`src/rtl/bit_serial_alu_seq.sv`:
```
// Bit-serial ALU sequencer: drives one external combinational 1-bit ALU
// slice LSB first, recirculates the carry through a register and assembles
// the WIDTH-bit result together with zero/overflow/cout flags.
//
// Handshake: start is sampled only while idle (busy=0); an accepted start
// latches a, b and alu_ctl. busy stays high from the cycle after acceptance
// until done. done is a one-cycle pulse during which result and flags are
// valid; they are then held until the next accepted start. start while busy
// is dropped, never queued.
module bit_serial_alu_seq #(
    parameter int WIDTH = 32
) (
    input  logic             clk,
    input  logic             rst,
    input  logic             start,
    input  logic [WIDTH-1:0] a,
    input  logic [WIDTH-1:0] b,
    input  logic [3:0]       alu_ctl,
    output logic             s_a,
    output logic             s_b,
    output logic             s_cin,
    output logic             s_binv,
    output logic             s_less,
    output logic [1:0]       s_op,
    input  logic             s_result,
    input  logic             s_cout,
    input  logic             s_overflow,
    input  logic             s_slt,
    output logic             busy,
    output logic             done,
    output logic [WIDTH-1:0] result,
    output logic             zero,
    output logic             overflow,
    output logic             cout,
    output logic             illegal,
    output logic [1:0]       dbg_state
);

    typedef enum logic [1:0] {
        IDLE = 2'd0,
        RUN  = 2'd1,
        DONE = 2'd2
    } state_t;

    localparam int IW = $clog2(WIDTH);
    localparam logic [IW-1:0] last_idx = IW'(WIDTH - 1);

    state_t           state_q, state_d;
    logic [WIDTH-1:0] a_q, b_q, result_q, final_word;
    logic [IW-1:0]    idx_q;
    logic [1:0]       op_q;
    logic             binv_q, slt_q, arith_q, illegal_q, carry_q;
    logic             zero_q, ovf_q, cout_q;
    logic [1:0]       dec_op;
    logic             dec_binv, dec_slt, dec_arith, dec_illegal;
    logic             run, last_bit;

    assign run      = (state_q == RUN);
    assign last_bit = run && (idx_q == last_idx);

    // Decode alu_ctl into slice controls; unknown codes run as AND and are flagged.
    always_comb begin
        dec_op      = 2'b00;
        dec_binv    = 1'b0;
        dec_slt     = 1'b0;
        dec_arith   = 1'b0;
        dec_illegal = 1'b0;
        case (alu_ctl)
            4'b0000: dec_op = 2'b00;
            4'b0001: dec_op = 2'b01;
            4'b0010: begin dec_op = 2'b10; dec_arith = 1'b1; end
            4'b0110: begin dec_op = 2'b10; dec_binv = 1'b1; dec_arith = 1'b1; end
            4'b0111: begin dec_op = 2'b11; dec_binv = 1'b1; dec_slt = 1'b1; end
            default: dec_illegal = 1'b1;
        endcase
    end

    // Next state: accept start in IDLE, run WIDTH bit cycles, one DONE cycle.
    always_comb begin
        state_d = state_q;
        case (state_q)
            IDLE:    if (start) state_d = RUN;
            RUN:     if (last_bit) state_d = DONE;
            DONE:    state_d = IDLE;
            default: state_d = IDLE;
        endcase
    end

    // Word seen at the RUN->DONE edge: MSB from the slice, then SLT/illegal overrides.
    always_comb begin
        final_word = result_q;
        final_word[WIDTH-1] = s_result;
        if (slt_q)     final_word = {{(WIDTH-1){1'b0}}, s_slt};
        if (illegal_q) final_word = '0;
    end

    // State register.
    always_ff @(posedge clk) begin
        if (rst) state_q <= IDLE;
        else     state_q <= state_d;
    end

    // Operand latch, bit-serial accumulation, carry recirculation and flags.
    always_ff @(posedge clk) begin
        if (rst) begin
            a_q       <= '0;
            b_q       <= '0;
            result_q  <= '0;
            idx_q     <= '0;
            op_q      <= 2'b00;
            binv_q    <= 1'b0;
            slt_q     <= 1'b0;
            arith_q   <= 1'b0;
            illegal_q <= 1'b0;
            carry_q   <= 1'b0;
            zero_q    <= 1'b0;
            ovf_q     <= 1'b0;
            cout_q    <= 1'b0;
        end else begin
            case (state_q)
                IDLE: begin
                    if (start) begin
                        a_q       <= a;
                        b_q       <= b;
                        op_q      <= dec_op;
                        binv_q    <= dec_binv;
                        slt_q     <= dec_slt;
                        arith_q   <= dec_arith;
                        illegal_q <= dec_illegal;
                        result_q  <= '0;
                        idx_q     <= '0;
                        zero_q    <= 1'b0;
                        ovf_q     <= 1'b0;
                        cout_q    <= 1'b0;
                        // binv doubles as the +1 of two's-complement subtraction.
                        carry_q   <= dec_binv;
                    end
                end
                RUN: begin
                    carry_q <= s_cout;
                    idx_q   <= idx_q + IW'(1);
                    if (last_bit) begin
                        result_q <= final_word;
                        zero_q   <= (final_word == '0);
                        cout_q   <= arith_q ? s_cout : 1'b0;
                        ovf_q    <= arith_q ? s_overflow : 1'b0;
                    end else begin
                        result_q[idx_q] <= s_result;
                    end
                end
                default: ;
            endcase
        end
    end

    assign s_a       = run ? a_q[idx_q] : 1'b0;
    assign s_b       = run ? b_q[idx_q] : 1'b0;
    assign s_cin     = run ? carry_q : 1'b0;
    assign s_binv    = run ? binv_q : 1'b0;
    assign s_op      = run ? op_q : 2'b00;
    assign s_less    = 1'b0;

    assign busy      = (state_q == RUN) || (state_q == DONE);
    assign done      = (state_q == DONE);
    assign result    = result_q;
    assign zero      = zero_q;
    assign overflow  = ovf_q;
    assign cout      = cout_q;
    assign illegal   = illegal_q;
    assign dbg_state = state_q;

endmodule

```
`config.mk`:
```
export PLATFORM = sky130hd
export DESIGN_NAME = bit_serial_alu_seq
export DESIGN_NICKNAME = d
export VERILOG_FILES = /design/src/rtl/bit_serial_alu_seq.sv
export SDC_FILE = /design/constraint.sdc
export NUM_CORES = 1
export LEC_CHECK = 0
export BUFFER_PORTS_ARGS = -buffer_cell sky130_fd_sc_hd__buf_2
export CORE_ASPECT_RATIO = 0.6
export CORE_MARGIN = 2
export CORE_UTILIZATION = 40
export CTS_BUF_LIST = sky130_fd_sc_hd__clkbuf_16
export DETAILED_ROUTE_END_ITERATION = 10
export PLACE_DENSITY = 0.65
export SLEW_MARGIN = 0
export SYNTH_ARGS = -nofsm -noshare
export SYNTH_HDL_FRONTEND = slang
export SYNTH_SLANG_ARGS = --single-unit
export TNS_END_PERCENT = 100
```
`constraint.sdc`:
```
create_clock -name clk -period 2.4 [get_ports clk]
set_clock_uncertainty 0.1 [all_clocks]
set_input_delay 0.36 -clock clk [delete_from_list [all_inputs] [get_ports clk]]
set_output_delay 0.36 -clock clk [all_outputs]
set_load 0.01 [all_outputs]
```
==> results.sh, run 1 <==
export IMPL_ys_seq_area_share_pct=41.3
export IMPL_period_needed_ns=2.55
export IMPL_drt_wl_total_mm=16.4
export IMPL_nNetsFinal=905
export IMPL_cts_root_buffer="clkbuf_16"
export IMPL_synth_nets=781
export IMPL_r2r_start="idx_q[0]"
export IMPL_drive_gt1_share_pct=28.1
export IMPL_grtUsageTotal_pct=22.6
export IMPL_cp_data_required_time_ns=1.94
export IMPL_first_pass_iters=5
export IMPL_min_path_type="input port to flip-flop"
export IMPL_cts_tree="yes"
export IMPL_initial_utilization_pct=40.6
export IMPL_grt_pass1_vias=5000
export IMPL_drv_cap=0
export IMPL_synth_top_area_cell="dfxtp_1"
export IMPL_antenna_found_initial=0
export IMPL_critPathCaptureType="primary output"
export IMPL_rr_worst_depth=10
export IMPL_final_common_cell="nand2_1"
export IMPL_syn_avg_cell_area_sq_um=7.84
export IMPL_clkTransAtPathRegs_ns=0.05
export IMPL_synth_area_top_cells="dfxtp_1 41%, a21oi_1 12%, nand2_1 11%, o21ai_0 4.2%, mux4_2 2.9%"
export IMPL_max_freq_ghz=0.393
export IMPL_worstPathMaxFanout=5
export IMPL_grt_start_max_net_pins=65
export IMPL_h_tree_depth=4
export IMPL_grt_overflow_total=0
export IMPL_start_kind="flip-flop"
export IMPL_timing_final_crit_share_pct=106
export IMPL_clk_path_buf_depth=2
export IMPL_viasPerCell=5.34
export IMPL_max_slew_margin_pct=64.0
export IMPL_core_region_area_sq_um=13500
export IMPL_insertedDiodeCount=0
export IMPL_violations="setup timing"
export IMPL_postRouteAntennaNets=0
export IMPL_synth_edf_count=0
export IMPL_final_cell_mix="161 x nand2_1, 127 x a21oi_1, 119 x buf_2"
export IMPL_synth_top_area_share_pct=41.3
export IMPL_p_per_area_nw_per_um2=737
export IMPL_async_reset_ff_share_pct=0
export IMPL_irDropWorstVdd_mv=0.398
export IMPL_setup_tns_ns=-0.295
export IMPL_detailed_place_hpwl_mm=11.5
export IMPL_dieHeight_um=94.6
export IMPL_holdCritStartpoint="a[5]"
export IMPL_crit_arrival_ns=2.09
export IMPL_yosysUniqueCellTypes=57
export IMPL_ys_seq_elements=113
export IMPL_cts_sinks=113
export IMPL_cts_made_buffers=17
export IMPL_io_pins=122
export IMPL_final_util_pct=53.2
export IMPL_finalHoldViolCount=0
export IMPL_cp_startpoint="idx_q[1]"
export IMPL_synthCells=698
export IMPL_rsz0062_at_grt="yes"
export IMPL_leakage_nw=2.96
export IMPL_path_class="flip-flop to primary output"
export IMPL_finalSetupViolCount=2
export IMPL_drc=0
export IMPL_portBuffers=120
export IMPL_die_x_um=155
export IMPL_vias=5392
export IMPL_status="finished with violations"
export IMPL_whs_path_depth=3
export IMPL_worstSkewPairLatency_ns=0.40
export IMPL_tightest_slew_ns=0.538
export IMPL_wl_per_cell_um=16.2
export IMPL_die_area_sq_um=14700
export IMPL_areaGrowthSynthToFinish_pct=31.3
export IMPL_yosys_warnings=0
export IMPL_setup_ws_ns=-0.147
export IMPL_synth_ff_type="dfxtp_1"
export IMPL_rows=33
export IMPL_synth_cell_area_sq_um=5480
export IMPL_slew_violations=0
export IMPL_grt_pass1_wl_mm=26.2
export IMPL_gp_congestion=0.914
export IMPL_drt_iter0_markers=347
-- path summary, 6_finish.rpt --
check	slack, ns	endpoint
setup / recovery	-0.15	s_a
hold / removal	0.09	a_q[5]
setup reg to reg	0.13	result[10]
hold reg to reg	0.35	overflow
-- cell type report --
cell class,instances,area [sq um]
fillers,1302,6310
multi-input cells,516,2980
flip-flops and latches,113,2270
repair buffers,167,1070
clock buffers,17,425
well taps,175,219
clock inverters,14,198
inverters,7,26.3
-- critical path: stages, from the launching register on --
cell	delay, ns
dfxtp_4	0.40
buf_12	0.13
mux2i_1	0.23
o32ai_1	0.10
nor4_1	0.33
a31oi_1	0.09
o31a_1	0.26
buf_2	0.14
-- power by group --
part           total (mW)  switching (mW)  internal, mW
logic               0.598           0.349         0.249
registers            2.01          0.0521          1.96
clock network        2.69           0.872          1.81
total                5.30            1.27          4.02
-- Yosys cell counts (all sizes together) (2+ instances only) --
| cell type | instances |
|---|---|
| nor2 | 18 |
| buf | 24 |
| a21oi | 129 |
| nor3 | 10 |
| a22oi | 3 |
| a32oi | 2 |
| and2 | 10 |
| nand3b | 9 |
| and3 | 7 |
| mux4 | 7 |
| nand3 | 6 |
| nor2b | 14 |
| nand4 | 8 |
| nor3b | 3 |
| nand4b | 2 |
| nand2b | 7 |
| o31a | 4 |
| or3 | 3 |
| nand2 | 162 |
| o21ai | 46 |
| mux2 | 7 |
| or3b | 3 |
| clkbuf | 38 |
| and3b | 2 |
| inv | 7 |
| dfxtp | 113 |
| mux2i | 14 |
| a32o | 3 |
| nor4 | 10 |
| a31oi | 3 |
| ha | 8 |
-- flip-flops by register name, indices dropped and copies added (netlist names) --
name and count:
illegal 1, overflow 1, b_q 32, zero 1, binv_q 1, a_q 32, arith_q 1, result 32
carry_q 1, dbg_state 2, op_q 2, idx_q 5, slt_q 1, cout 1
-- routing by layer --
| metal | GRT usage [%] | part of all wire, % | vias to the layer above |
|---|---|---|---|
| met5 | 0 | 0 | - |
| met2 | 30.8 | 39 | 203 |
| met3 | 5.51 | 6.7 | 20 |
| li1 | - | - | 2678 |
| met1 | 34.7 | 53 | 2491 |
| met4 | 6.40 | 1.2 | 0 |
-- per-stage QoR --
step / instances / area, sq um / hold slack [ns] / power [mW] / setup slack [ns]
after floorplan: 698 / 5480 / 0.327 / 2.40 / 0.0521
after global placement: 973 / 6400 / 0.344 / 2.62 / 0.105
after detailed placement: 973 / 6400 / 0.347 / 2.62 / 0.102
after CTS: 1006 / 7090 / 0.0820 / 5.30 / -0.137
after global routing: 1009 / 7190 / 0.0942 / 5.49 / -0.248
final: 1009 / 7190 / 0.0889 / 5.30 / -0.147
-- cells by family after synthesis --
group / synth area share (%)
DFF: 41.3
muxes: 7.02
buffers and inverters: 5.51
adders and majority gates: 1.83
AOI/OAI and AO/OA: 20.5
and+or+nand+nor: 23.6
xor gates and xnor gates: 0.160
other: 0.0685
-- timing repair --
| item | CTS | global route |
|---|---|---|
| cloned | 1 | 1 |
| endpoints found under the setup margin | 2 | 19 |
| pin swaps | 1 | 2 |
| buffers inserted | 1 | 2 |
| gates resized for setup | 12 | 12 |
| hold buffers | 0 | 0 |
No activity file was read; power rests on OpenSTA's default activity.
==> run 2: changes to the inputs <==
==> constraint.sdc (replaced) <==
create_clock -name clk -period 2.1 [get_ports clk]
set_clock_uncertainty 0.1 [all_clocks]
set_input_delay 0.105 -clock clk [delete_from_list [all_inputs] [get_ports clk]]
set_output_delay 0.105 -clock clk [all_outputs]
set_load 0.01 [all_outputs]
==> results.sh, run 2 (synthesis gave the netlist of run 1 again) <==
export IMPL_status="finished with violations"
export IMPL_violations="setup timing"
export IMPL_grt_pass1_vias=5408
export IMPL_hold_ws_ns=0.0194
export IMPL_final_common_cell="nand2_1"
export IMPL_timing_final_crit_share_pct=111
export IMPL_start_kind="flip-flop"
export IMPL_die_area_sq_um=14700
export IMPL_switching_share_pct=24.2
export IMPL_period_needed_ns=2.34
export IMPL_fin_cells=1090
export IMPL_vias=5799
export IMPL_setup_tns_ns=-0.456
export IMPL_path_class="flip-flop to primary output"
export IMPL_net_switching_power_mw=1.50
export IMPL_die_x_um=155
export IMPL_postRouteAntennaNets=0
export IMPL_core_region_area_sq_um=13500
export IMPL_wl_per_cell_um=16.0
export IMPL_critPathMaxStageDelay_ns=0.38
export IMPL_finalHoldViolCount=0
export IMPL_dp_cells=975
export IMPL_cts_sinks=113
export IMPL_irDropWorstVdd_mv=0.588
export IMPL_worst_path_buf_inv=4
export IMPL_areaGrowthSynthToFinish_pct=46.4
export IMPL_antenna_found_initial=0
export IMPL_dieHeight_um=94.6
export IMPL_min_path_type="input port to flip-flop"
export IMPL_setup_ws_ns=-0.241
export IMPL_insertedDiodeCount=0
export IMPL_grtUsageTotal_pct=24.3
export IMPL_leakage_nw=3.29
export IMPL_viasPerCell=5.32
export IMPL_p_per_area_nw_per_um2=773
export IMPL_max_slew_margin_pct=46.5
export IMPL_path_delay_family="compound AO/OA/AOI/OAI gates"
export IMPL_drv_cap=0
export IMPL_detailed_place_hpwl_mm=11.5
export IMPL_io_pins=122
export IMPL_grt_overflow_total=0
export IMPL_clock_power_share_pct=49.6
export IMPL_gp_congestion=0.873
export IMPL_drt_wl_total_mm=17.4
export IMPL_crit_top_cell="buf_6"
export IMPL_pwr_share_seq_pct=37.0
export IMPL_cp_data_required_time_ns=1.89
export IMPL_h_tree_depth=4
export IMPL_power_internal_mw=4.70
export IMPL_crit_chain="buf_8 -> buf_6 -> buf_6 -> mux2i_1 -> o22ai_1 -> o21ai_1 -> nand2_1 -> o31a_1 -> buf_2"
export IMPL_rsz0062_at_grt="yes"
export IMPL_worstSkewPairLatency_ns=0.41
export IMPL_p_comb_share_pct=13.4
export IMPL_drt_iter0_markers=555
export IMPL_cts_root_buffer="clkbuf_16"
export IMPL_dp_slack_ns=0.0441
export IMPL_initial_utilization_pct=40.6
export IMPL_max_freq_ghz=0.427
export IMPL_first_pass_iters=5
export IMPL_crit_arrival_ns=2.14
export IMPL_portBuffers=120
export IMPL_worstPathMaxFanout=6
export IMPL_finalSetupViolCount=2
export IMPL_tightest_slew_ns=0.802
export IMPL_worst_path_max_delay_cell="dfxtp_4"
export IMPL_clk_path_buf_depth=2
export IMPL_drc=0
export IMPL_critPathCaptureType="primary output"
export IMPL_grt_pass1_wl_mm=28.1
export IMPL_nNetsFinal=986
export IMPL_final_cell_mix="160 x nand2_1, 126 x a21oi_1, 120 x buf_2"
export IMPL_grt_start_max_net_pins=74
export IMPL_cts_made_buffers=17
export IMPL_drive_gt1_share_pct=27.5
export IMPL_slew_violations=0
export IMPL_cts_tree="yes"
export IMPL_rows=33
export IMPL_clkTransAtPathRegs_ns=0.05
==> run 2: changes by cell type in the layout (fill, tap and decap cells not counted), moves of 3 or more <==
cell           change
dlygate4sd3_1     +72
and3_1             -3
buf_6              +5
o21ai_0            -6
o21ai_1            +4
==> run 2: through the flow <==
stage / power, mW / area, sq um / util (%)
finish: 6.20 / 8020 / 59.4
global route: 6.42 / 8020 / 59.4
CTS: 6.20 / 7940 / 58.8
detailed placement: 3.02 / 6420 / 47.6
global placement: 3.01 / 6420 / 47.6
floorplan: 2.74 / 5500 / -
==> run 2: worst min-delay path: stages <==
cell	delay (ns)
buf_2	0.16
a21oi_1	0.14
a211oi_1	0.06
==> run 2: power groups by stage <==
stage	logic [mW]	registers, mW	clock network (mW)
after floorplan	0.421	2.32	0
after detailed placement	0.683	2.33	0
after CTS	0.807	2.29	3.10
final	0.829	2.29	3.08
after global routing	0.912	2.30	3.21
after global placement	0.678	2.33	0
==> run 2: layer usage <==
metal  share of wire, %  up-vias  wire [um]  global-route usage [%]
li1                   -     2848          -                       -
met5                  0        -          0                       0
met1                 51     2709       8860                    36.2
met3                7.2       20       1260                    4.73
met2                 41      222       7070                    35.3
met4                1.2        0        212                    7.56
==> run 2: final timing paths <==
check	startpoint	endpoint	slack [ns]	cells past startpoint
worst max-delay path	idx_q[1]	s_b	-0.24	9
worst min-delay path	start	dbg_state[0]	0.02	3
worst max register to register	idx_q[1]	result[13]	0.09	8
worst min register to register	zero	zero	0.35	2
==> run 2: cell type report <==
cell class / count / area, sq um
clock buffers: 17 / 425
clock inverters: 14 / 196
fillers: 1171 / 5490
inverters: 7 / 26.3
multi-input cells: 516 / 3000
flip-flops and latches: 113 / 2270
well taps: 175 / 219
repair buffers: 248 / 1880
==> run 2: timing repair <==
action	CTS	global route
hold buffers	72	0
hold endpoints to repair	71	0
gates resized for setup	18	26
pin swaps	4	7
setup buffers	8	2
setup endpoints to repair	2	27
gates cloned	2	0
==> run 3: changes to the inputs <==
- ABC_AREA: default -> 1
==> results.sh, run 3 <==
export IMPL_yosys_warnings=0
export IMPL_irDropWorstVdd_mv=0.323
export IMPL_nNetsFinal=1217
export IMPL_grt_start_max_net_pins=55
export IMPL_antenna_found_initial=0
export IMPL_syn_avg_cell_area_sq_um=6.28
export IMPL_nFillCells=1377
export IMPL_gp_congestion=0.911
export IMPL_postRouteAntennaNets=0
export IMPL_drt_wl_total_mm=20.2
export IMPL_crit_top_cell="nand2_1"
export IMPL_rsz0062_at_grt="yes"
export IMPL_ys_seq_area_share_pct=38.9
export IMPL_vias=6883
export IMPL_synth_cell_area_sq_um=5820
export IMPL_tightest_slew_ns=0.565
export IMPL_synth_area_top_cells="dfxtp_1 39%, nor2_1 14%, o21ai_0 14%, nand2_1 12%, a21oi_1 5.4%"
export IMPL_clk_path_buf_depth=2
export IMPL_worstPathMaxFanout=7
export IMPL_synth_common_cells="215 x nor2_1, 193 x nand2_1, 160 x o21ai_0"
export IMPL_critPathMaxStageDelay_ns=0.36
export IMPL_drc=0
export IMPL_synthCells=926
export IMPL_period_needed_ns=2.13
export IMPL_slew_violations=0
export IMPL_drt_iter0_markers=622
export IMPL_cts_root_buffer="clkbuf_16"
export IMPL_reg2reg_setup_slack_ns=0.04
export IMPL_path_delay_family="buffers and inverters"
export IMPL_cp_data_required_time_ns=1.89
export IMPL_fin_cells=1344
export IMPL_synth_top_area_share_pct=38.9
export IMPL_max_freq_ghz=0.470
export IMPL_synth_nets=1009
export IMPL_design_area_sq_um=8420
export IMPL_dp_cells=1233
export IMPL_dp_slack_ns=0.0711
export IMPL_drv_cap=0
export IMPL_rows=34
export IMPL_final_util_pct=58.7
export IMPL_first_pass_iters=8
export IMPL_grt_use_met3_pct=5.25
export IMPL_drive_gt1_share_pct=21.4
export IMPL_yosysUniqueCellTypes=27
export IMPL_finalHoldViolCount=0
export IMPL_io_pins=122
export IMPL_grtUsageMet2_pct=35.9
export IMPL_leakage_nw=3.73
export IMPL_final_cell_mix="208 x nor2_1, 187 x nand2_1, 139 x o21ai_0"
export IMPL_async_reset_ff_share_pct=0
export IMPL_max_slew_margin_pct=62.3
export IMPL_grt_pass1_wl_mm=31.7
export IMPL_dieHeight_um=97.4
export IMPL_initial_utilization_pct=40.6
export IMPL_ys_seq_elements=113
export IMPL_viasPerCell=5.12
export IMPL_worst_path_buf_inv=4
export IMPL_worstSkewPairLatency_ns=0.42
export IMPL_grtUsageMet1_pct=38.2
export IMPL_cts_tree="yes"
export IMPL_portBuffers=120
export IMPL_yosys_cell_count_top_type="nor2_1"
export IMPL_clkTransAtPathRegs_ns=0.05
export IMPL_placed_area_sq_um=6880
export IMPL_crit_arrival_ns=1.92
export IMPL_register_area_sq_um=2270
export IMPL_setup_tns_ns=-0.0327
export IMPL_p_per_area_nw_per_um2=764
export IMPL_worst_path_max_delay_cell="dfxtp_2"
export IMPL_grt_busiest_layer="met1"
export IMPL_grtUsageTotal_pct=25.5
export IMPL_finalSetupViolCount=2
export IMPL_cts_sinks=113
export IMPL_die_x_um=160
export IMPL_core_region_area_sq_um=14300
export IMPL_path_class="flip-flop to primary output"
export IMPL_insertedDiodeCount=0
export IMPL_status="finished with violations"
export IMPL_areaGrowthSynthToFinish_pct=44.7
export IMPL_grt_pass1_vias=6191
export IMPL_grt_overflow_total=0
export IMPL_setup_ws_ns=-0.0290
export IMPL_final_common_cell="nor2_1"
export IMPL_crit_chain="buf_6 -> clkinvlp_4 -> buf_6 -> nor2_1 -> o21ai_1 -> nand2_1 -> nand2_1 -> nand2_1 -> nor2_1 -> a21oi_2 -> buf_2"
export IMPL_hold_ws_ns=0.00379
export IMPL_synth_top_area_cell="dfxtp_1"
export IMPL_total_power_mw=6.43
export IMPL_synth_edf_count=0
export IMPL_start_kind="flip-flop"
export IMPL_min_path_type="input port to flip-flop"
export IMPL_violations="setup timing"
export IMPL_wl_per_cell_um=15.0
export IMPL_detailed_place_hpwl_mm=13.0
export IMPL_cts_made_buffers=17
export IMPL_timing_final_crit_share_pct=101
export IMPL_synth_ff_type="dfxtp_1"
export IMPL_multi_input_area_sq_um=3230
export IMPL_critPathCaptureType="primary output"
export IMPL_h_tree_depth=4
export IMPL_die_area_sq_um=15600
## run 3: cell types whose count changed after synthesis, sizes merged, moves of 14 or more
cell	delta
a21oi	-66
inv	+36
mux2i	-14
nand2	+31
nand3	+31
nor2	+199
nor2b	-14
o21ai	+116
## run 3: worst paths after layout
path / startpoint / end / depth (start not counted)
worst min-delay path: alu_ctl[2] / carry_q / 5
worst max-delay path: idx_q[1] / s_b / 11
worst min register to register: b_q[7] / b_q[7] / 2
worst max register to register: idx_q[0] / result[9] / 12
## run 3: kinds of logic (layout without fill, tap and decap cells)
family	Yosys count	in the layout	synth area share [%]
flip-flops	113	113	38.9
AO/OA/AOI/OAI	238	238	21.0
other	1	1	0.0645
adder cells (fa/ha/maj)	8	8	1.72
buffers and inverters	106	326	7.29
AND/OR/NAND/NOR	460	460	31.1
## run 3: worst reg2reg max path, stage by stage, from the launching register on
cell and delay, ns:
dfxtp_4 0.40, ha_4 0.15, inv_2 0.05, nor3_2 0.21
ha_2 0.23, inv_2 0.05, nand2_4 0.08, nand3_4 0.12
buf_12 0.17, buf_4 0.13, o21ai_0 0.07, nand3_1 0.12
a21oi_2 0.13
## run 3: per-layer routing
metal,vias to the layer above,routed length [um]
li1,3422,-
met1,3117,9950
met2,319,8180
met3,25,1750
met4,0,299
met5,-,0
## run 3: cell type report
class	instances	area share [%]
multi-input combinational	707	38.4
sequential	113	26.9
timing repair buffer	250	23.1
clock buffer	17	5.05
tap	198	2.94
inverter	45	2.08
clock inverter	14	1.50
## run 3: where the power goes
| group | internal (mW) | switching [mW] | leakage (nW) |
|---|---|---|---|
| sequential | 2.31 | 0.110 | 0.933 |
| combinational | 0.553 | 0.715 | 2.53 |
| clock | 1.71 | 1.03 | 0.270 |
## run 3: repair_timing
item                                    4_1_cts  5_1_grt
gates cloned                                  2        2
endpoints found under the hold margin        70        0
pin swaps                                     1       16
setup buffers                                 3        4
resized for setup                            13       53
hold buffers                                 69        0
endpoints found under the setup margin        2       35
